===== src/rtl/uop_cache_sdp.sv =====
// Micro-op cache store: simple-dual-port RAM with per-entry valid bit, registered hit/miss read,
// write-first bypass and self-sequenced invalidation sweep. Optional macro: UOP_CACHE_OUT_REG_EN.
module uop_cache_sdp #(
  parameter int DATA_W = 32,
  parameter int ADDR_W = 6
) (
  input  logic              clk,
  input  logic              reset,
  input  logic              write_enable,
  input  logic [ADDR_W-1:0] write_address,
  input  logic [DATA_W-1:0] instruction,
  input  logic              read_enable,
  input  logic [ADDR_W-1:0] read_address,
  input  logic              flush,
  output logic [DATA_W-1:0] out_instruction,
  output logic              out_hit,
  output logic              rd_ack,
  output logic              busy
);

  localparam int DEPTH = 1 << ADDR_W;

  typedef enum logic {
    ST_SWEEP = 1'b0,
    ST_IDLE  = 1'b1
  } state_e;

  state_e            state_q;
  logic [ADDR_W-1:0] sweep_cnt_q;

  // Valid bit lives in the MSB so one write per cycle covers both data and valid.
  logic [DATA_W:0]   mem_q [DEPTH];

  logic              idle;
  logic              wr_acc;
  logic              rd_acc;
  logic              bypass;
  logic              mem_we;
  logic [ADDR_W-1:0] mem_waddr;
  logic [DATA_W:0]   mem_wdata;
  logic [DATA_W:0]   rd_word;

  logic              rd_ack_s1_q;
  logic              hit_s1_q;
  logic [DATA_W-1:0] data_s1_q;

  assign idle   = (state_q == ST_IDLE);
  assign wr_acc = write_enable && idle && !flush;
  assign rd_acc = read_enable && idle && !flush;
  assign bypass = wr_acc && (write_address == read_address);
  assign busy   = (state_q == ST_SWEEP);

  assign mem_we    = !idle || wr_acc;
  assign mem_waddr = idle ? write_address : sweep_cnt_q;
  assign mem_wdata = idle ? {1'b1, instruction} : '0;
  assign rd_word   = mem_q[read_address];

  always_ff @(posedge clk) begin
    if (mem_we) begin
      mem_q[mem_waddr] <= mem_wdata;
    end
  end

  always_ff @(posedge clk or posedge reset) begin
    if (reset) begin
      state_q     <= ST_SWEEP;
      sweep_cnt_q <= '0;
    end else begin
      case (state_q)
        ST_SWEEP: begin
          sweep_cnt_q <= sweep_cnt_q + 1'b1;
          if (&sweep_cnt_q) begin
            state_q <= ST_IDLE;
          end
        end
        ST_IDLE: begin
          if (flush) begin
            state_q     <= ST_SWEEP;
            sweep_cnt_q <= '0;
          end
        end
        default: begin
          state_q     <= ST_SWEEP;
          sweep_cnt_q <= '0;
        end
      endcase
    end
  end

  // Hit and data hold their last value when no read is accepted.
  always_ff @(posedge clk or posedge reset) begin
    if (reset) begin
      rd_ack_s1_q <= 1'b0;
      hit_s1_q    <= 1'b0;
      data_s1_q   <= '0;
    end else begin
      rd_ack_s1_q <= rd_acc;
      if (rd_acc) begin
        if (bypass) begin
          hit_s1_q  <= 1'b1;
          data_s1_q <= instruction;
        end else begin
          hit_s1_q  <= rd_word[DATA_W];
          data_s1_q <= rd_word[DATA_W] ? rd_word[DATA_W-1:0] : '0;
        end
      end
    end
  end

`ifdef UOP_CACHE_OUT_REG_EN
  logic              rd_ack_s2_q;
  logic              hit_s2_q;
  logic [DATA_W-1:0] data_s2_q;

  always_ff @(posedge clk or posedge reset) begin
    if (reset) begin
      rd_ack_s2_q <= 1'b0;
      hit_s2_q    <= 1'b0;
      data_s2_q   <= '0;
    end else begin
      rd_ack_s2_q <= rd_ack_s1_q;
      hit_s2_q    <= hit_s1_q;
      data_s2_q   <= data_s1_q;
    end
  end

  assign rd_ack          = rd_ack_s2_q;
  assign out_hit         = hit_s2_q;
  assign out_instruction = data_s2_q;
`else
  assign rd_ack          = rd_ack_s1_q;
  assign out_hit         = hit_s1_q;
  assign out_instruction = data_s1_q;
`endif

endmodule


===== config.mk =====
export PLATFORM = sky130hd
export DESIGN_NAME = uop_cache_sdp
export DESIGN_NICKNAME = d
export VERILOG_FILES = /design/src/rtl/uop_cache_sdp.sv
export SDC_FILE = /design/constraint.sdc
export NUM_CORES = 2
export LEC_CHECK = 0
export ABC_AREA = 1
export BUFFER_PORTS_ARGS = -buffer_cell sky130_fd_sc_hd__buf_2
export CAP_MARGIN = 30
export CORE_MARGIN = 10
export CORE_UTILIZATION = 30
export CTS_CLUSTER_SIZE = 20
export DETAILED_ROUTE_END_ITERATION = 10
export HOLD_SLACK_MARGIN = 0.02
export PLACE_DENSITY = 0.52
export SLEW_MARGIN = 25
export SYNTH_ARGS = -nofsm -noshare
export SYNTH_HDL_FRONTEND = slang
export SYNTH_SLANG_ARGS = --single-unit

===== constraint.sdc =====
create_clock -name clk -period 12.3 [get_ports clk]
set_clock_uncertainty 0.05 [all_clocks]
set_input_delay 1.23 -clock clk [delete_from_list [all_inputs] [get_ports clk]]
set_output_delay 1.23 -clock clk [all_outputs]
set_load 0.02 [all_outputs]

# Yosys cells after proc, flatten, opt, wreduce, memory -nomap -nowiden
# Memories as Yosys holds them, arrays and structs flattened.
# Cells that the tools add are included.
[op_classes]
bitwise = 1
n_eq_ne = 2
n_reduce_logical = 9
muxes = 12
n_addsub = 1
[op_table]
columns = ["op", "count"]
rows = [
  ["$mux W32", 2],
  ["$mux W33", 1],
  ["$mux W6", 2],
  ["$pmux W6 S2", 1],
  ["$add A6 B1 Y6 const B", 1],
  ["$eq A6 B6 Y1", 1],
  ["$reduce_and A6 Y1", 1],
  ["$logic_and A1 B1 Y1", 5],
  ["$mux W1", 5],
  ["$logic_not A1 Y1", 2],
  ["$ne A2 B2 Y1 const B", 1],
  ["$pmux W1 S2", 1],
  ["$logic_or A1 B1 Y1", 1],
  ["$not A1 Y1", 1],
]
[word_totals]
output_inout_bits = 35
wordCells = 31
input_bits = 49
ram_bits = 2112
reg_bits = 41
n_memories = 1
[mem_list]
columns = ["memory", "depth", "word_bits", "rd", "rd_clocked_by_memory_dff", "wr", "line_no", "text"]
rows = [
  ["mem_q", 64, 33, 1, 0, 1, "32", "logic [DATA_W:0] mem_q [DEPTH];"],
]

# Longest topological paths before layout
[logic_depth]
word_depth = 5
mapped_depth = 15
depth_no_buf = 11

# Least setup slack after synthesis
# Ideal clock, no wire load.
[synth_path]
path_type = "register to register"
start = "reg state_q (netlist: idle)"
end = "mem mem_q[33][0] (netlist bit), enable pin"
required_time_ns = 11.827
path_slack_ns = 8.300
setup_ns = 0.423
n_path_buf = 1
stages_incl_launch_ff = 6
arrival_ns = 3.527
period_less_slack_ns = 4.000
cell_sequence = "dfrtp_1 -> clkbuf_1 -> nor2_1 -> a21oi_1 -> nand4_1 -> nor2_1"
[synth_between]
elab_chain_len = 5
word_cells_on_any_way = 7
classes_between = "mux (3); reduce/logical (4)"
[synth_lines]
columns = ["item", "line_no", "text"]
rows = [
  ["start: declaration", "28", "state_e state_q;"],
  ["start signal: assignment", "66", "state_q <= ST_SWEEP;"],
  ["start signal: assignment", "73", "state_q <= ST_IDLE;"],
  ["start signal: assignment", "78", "state_q <= ST_SWEEP;"],
  ["$logic_and A1 B1 Y1 (2 in a row)", "48", "assign wr_acc = write_enable && idle && !flush;"],
  ["$logic_or A1 B1 Y1", "53", "assign mem_we = !idle || wr_acc;"],
  ["$mux W1", "59", "if (mem_we) begin"],
  ["$mux W1 (not written as such)", "60", "mem_q[mem_waddr] <= mem_wdata;"],
  ["end: declaration", "32", ""],
]
# Several ways; a longest one is shown, not always the timed one.

# Worst setup path in the final report
[layout_path]
start = "in read_address[0]"
end = "reg data_s1_q[7] (netlist: out_instruction[7])"
[layout_between]
elab_chain_len = 3
word_cells_on_any_way = 5
classes_between = "eq/ne (1); mux (2); reduce/logical (1); memory (1)"
[layout_lines]
columns = ["item", "line_no", "text"]
rows = [
  ["start: declaration", "13", "input logic [ADDR_W-1:0] read_address,"],
  ["$mem_v2 Z64 W33 or $eq A6 B6 Y1 (tied branches)", "-", ""],
  ["$mux W32 or $logic_and A1 B1 Y1 (tied branches)", "104, 50", ""],
  ["$mux W32 *", "99", "if (bypass) begin"],
  ["end signal: assignment", "101", "data_s1_q <= instruction;"],
  ["end signal: assignment", "104", "data_s1_q <= rd_word[DATA_W] ? rd_word[DATA_W-1:0] : '0;"],
  ["end: declaration", "45", "logic [DATA_W-1:0] data_s1_q;"],
]
# Mark *: on every way between the ends. The rest lies on a longest branch, timed or not.
# A chain may end at the register's enable or synchronous reset.

==> metrics.txt <==
Cell Pwr Density 178 mW/mm²; Worst path top cell family by delay buffers and inverters; IO Count 84; Finished Layout Cells 11400; GRT Overall Usage 0.167; register area share after synthesis 0.737; Compound-Gate Fraction of Synth Area 0.00288; delay of the slowest critical-path stage 0.75 ns; Tmin final 4.96 ns; DR WL/cell 24.0 µm; Worst Path Class, Setup in2reg; hold_buf cts 0; Slew @ Worst Pin 1.09 ns; # rows 198; synth top area cells edfxtp_1, nand3_1, nand2_1; Final setup viols 0; first-pass GRT wire length 393 mm; Syn Nets 7398; crit path DAT 5.67 ns; cell taking the most area after synthesis edfxtp_1; initial antenna violation count 8; DR vias 57700; unique cell type count in the Yosys netlist 28; flop2flop setup slack 7.92 ns; Clock Tree Buf Depth 3; Tot Pwr 17.6 mW; worst r2r src idle; TNS Setup 0 ns; largest net degree at the start of global routing 176; CP required 13.01 ns; vias in the first global route 54900; mux cell area share after synthesis 0; utilization after layout 0.340; # H-tree levels 4; Worst slew margin 0.271; Cell Count Post-Placement 11000; post-CTS sizing 0; CP Capture Type flop; CTS Sinks 2153; synthesized area 0.0874 mm²; Peak supply drop 0.000130 V; worst reg2reg path endpoint mem_q[49][31]; Synth top area share 0.726; Initial Utilization 0.301; Die Y 560 µm; Core Area 0.291 mm²; Max Fclk 202 MHz; TritonCTS Buffers 212; period utilisation layout 0.403; RSZ-0062 raised after global routing no; #FFs+latches synth 2153; slowest CP cell buf_4; Ys Warns 0; FF-to-FF path depth 6; status finished, final reports clean; Mean Syn Cell Area 11.9 µm²; clk slew on worst S/H paths 0.07 ns; largest family of logic cells by synthesized area simple AND/OR/NAND/NOR gates; share of cells above drive strength 1 0.0865; Slew Viols, Final 0; Synth Area in Simple Gates 0.226; Pleak 35.1 nW; Total Routed Length 274 mm; GRT overflow 0; routability cong. 0.848; post-route ant nets 0; post-CTS setup repair buffer count 0; Die Width 560 µm; Crit path buffers/inverters 4; insertion delay to the later sink of the worst-skew pair 0.85 ns; cell area after layout 0.0987 mm²; hold slack 0.467 ns; Post-route DRC 0; post-synthesis xor/xnor area fraction 0.000200; post-DP HPWL 137 mm; Iter 0 DRT Violations 6490; average vias per placed instance 5.05; worst slack, placed 6.62 ns; Cell Area, Placed 0.0921 mm²; Buffers on Ports 83; number of detailed-route iterations in the first pass 6; Final #Nets 7381; CP cell instances buf_8, buf_4, buf_4, buf_4, nand2_1, nand3_1, nand3_1, nand3_1, nand3_1, nand2_1, nand2_1, nand2_2, nand3_1, a21oi_1; die area 0.313 mm²; CP max FO 74; CTS tree built; adder and majority gate portion of the synthesized area 0.000143; root buffer cell clkbuf_16; Area growth syn-to-layout 13.0%; Post-Synthesis Cells 7348; CP dominant cell by count nand3_1; final-report hold violation count 0; Worst Setup Start Kind input pin; Worst Hold Class in2async; MaxCap Viol Count 0; worst setup margin 7.34 ns
-- how the worst max path moves through the flow --
stage / slack, ns / startpoint / endpoint / depth (start not counted)
after floorplan: 8.30 / idle / mem_q[33][0] / 5
after global placement: 6.58 / read_address[0] / out_instruction[17] / 14
after detailed placement: 6.62 / read_address[0] / out_instruction[7] / 14
after CTS: 7.52 / read_address[0] / out_instruction[7] / 14
after global routing: 7.08 / read_address[0] / out_instruction[7] / 14
final: 7.34 / read_address[0] / out_instruction[7] / 14
-- Yosys cell counts --
library cell,number
buf_1,48
edfxtp_1,2112
nand3_1,2023
inv_2,3
nor2_1,105
buf_4,91
ha_1,1
o21a_1,1
nand4_1,10
buf_2,222
buf_8,1
nand4_2,1
clkbuf_1,106
o21ai_0,11
buf_6,16
inv_1,88
a21oi_1,35
nor4_2,1
o21ai_1,1
xor2_1,2
dfrtp_1,41
nand2_1,2421
nor2_2,2
nor4_4,1
inv_4,1
nand3_2,1
nand2_2,2
a22o_1,1
-- layer usage --
| layer | vias to the layer above | GRT usage | part of all wire |
|---|---|---|---|
| li1 | 26000 | - | - |
| met1 | 29100 | 0.228 | 0.42 |
| met2 | 2200 | 0.274 | 0.47 |
| met3 | 411 | 0.0231 | 0.068 |
| met4 | 0 | 0.0540 | 0.035 |
| met5 | - | 0 | 0 |
-- sequential cells by signal, summed over array words and instances (netlist names) --
name,flops
sweep_cnt_q,6
idle,1
out_instruction,32
out_hit,1
mem_q,2112
rd_ack,1
-- cell type report --
class / instances / area (µm²)
inverters: 92 / 385
fillers: 28500 / 192000
diodes: 6 / 15.0
clock inverters: 109 / 955
multi-input cells: 4619 / 20500
repair buffers: 253 / 1890
flip-flops and latches: 2153 / 64500
well taps: 3900 / 4880
clock buffers: 279 / 5630
-- kinds of logic (layout without fill, tap and decap cells) --
group | Yosys count | count (layout)
AOI/OAI and AO/OA | 49 | 49
xor gates and xnor gates | 2 | 2
adders and majority gates | 1 | 1
buffers and inverters | 576 | 733
DFF | 2153 | 2153
other | 0 | 6
and+or+nand+nor | 4567 | 4567
-- where the power goes --
part	total (mW)	switching (mW)	internal [mW]
Combinational	2.23	1.79	0.446
Sequential	9.04	0.195	8.84
Clock	6.28	2.82	3.47
-- placed cells by master, fill, tap and decap left out, types with 10 or more instances in the layout --
master        n
a21oi_1      35
edfxtp_1   2112
nor2_4       65
buf_12       11
clkinv_1     44
buf_4       157
clkbuf_16   212
nand4_1      10
buf_2        79
nor2_1       40
nand3_1    2023
inv_2        32
nand2_1    2421
clkinv_2     37
inv_1        54
clkbuf_1     60
dfrtp_1      40
bufinv_16    12
o21ai_0      11
-- worst register-to-register path: cells and delay by family, from the launching register on --
family / cells / cell delay [ns]
buf+inv: 2 / 0.95
compound gates: 1 / 0.65
simple gates: 3 / 1.51
flops: 1 / 0.87
(Power assumes the default switching activity.)
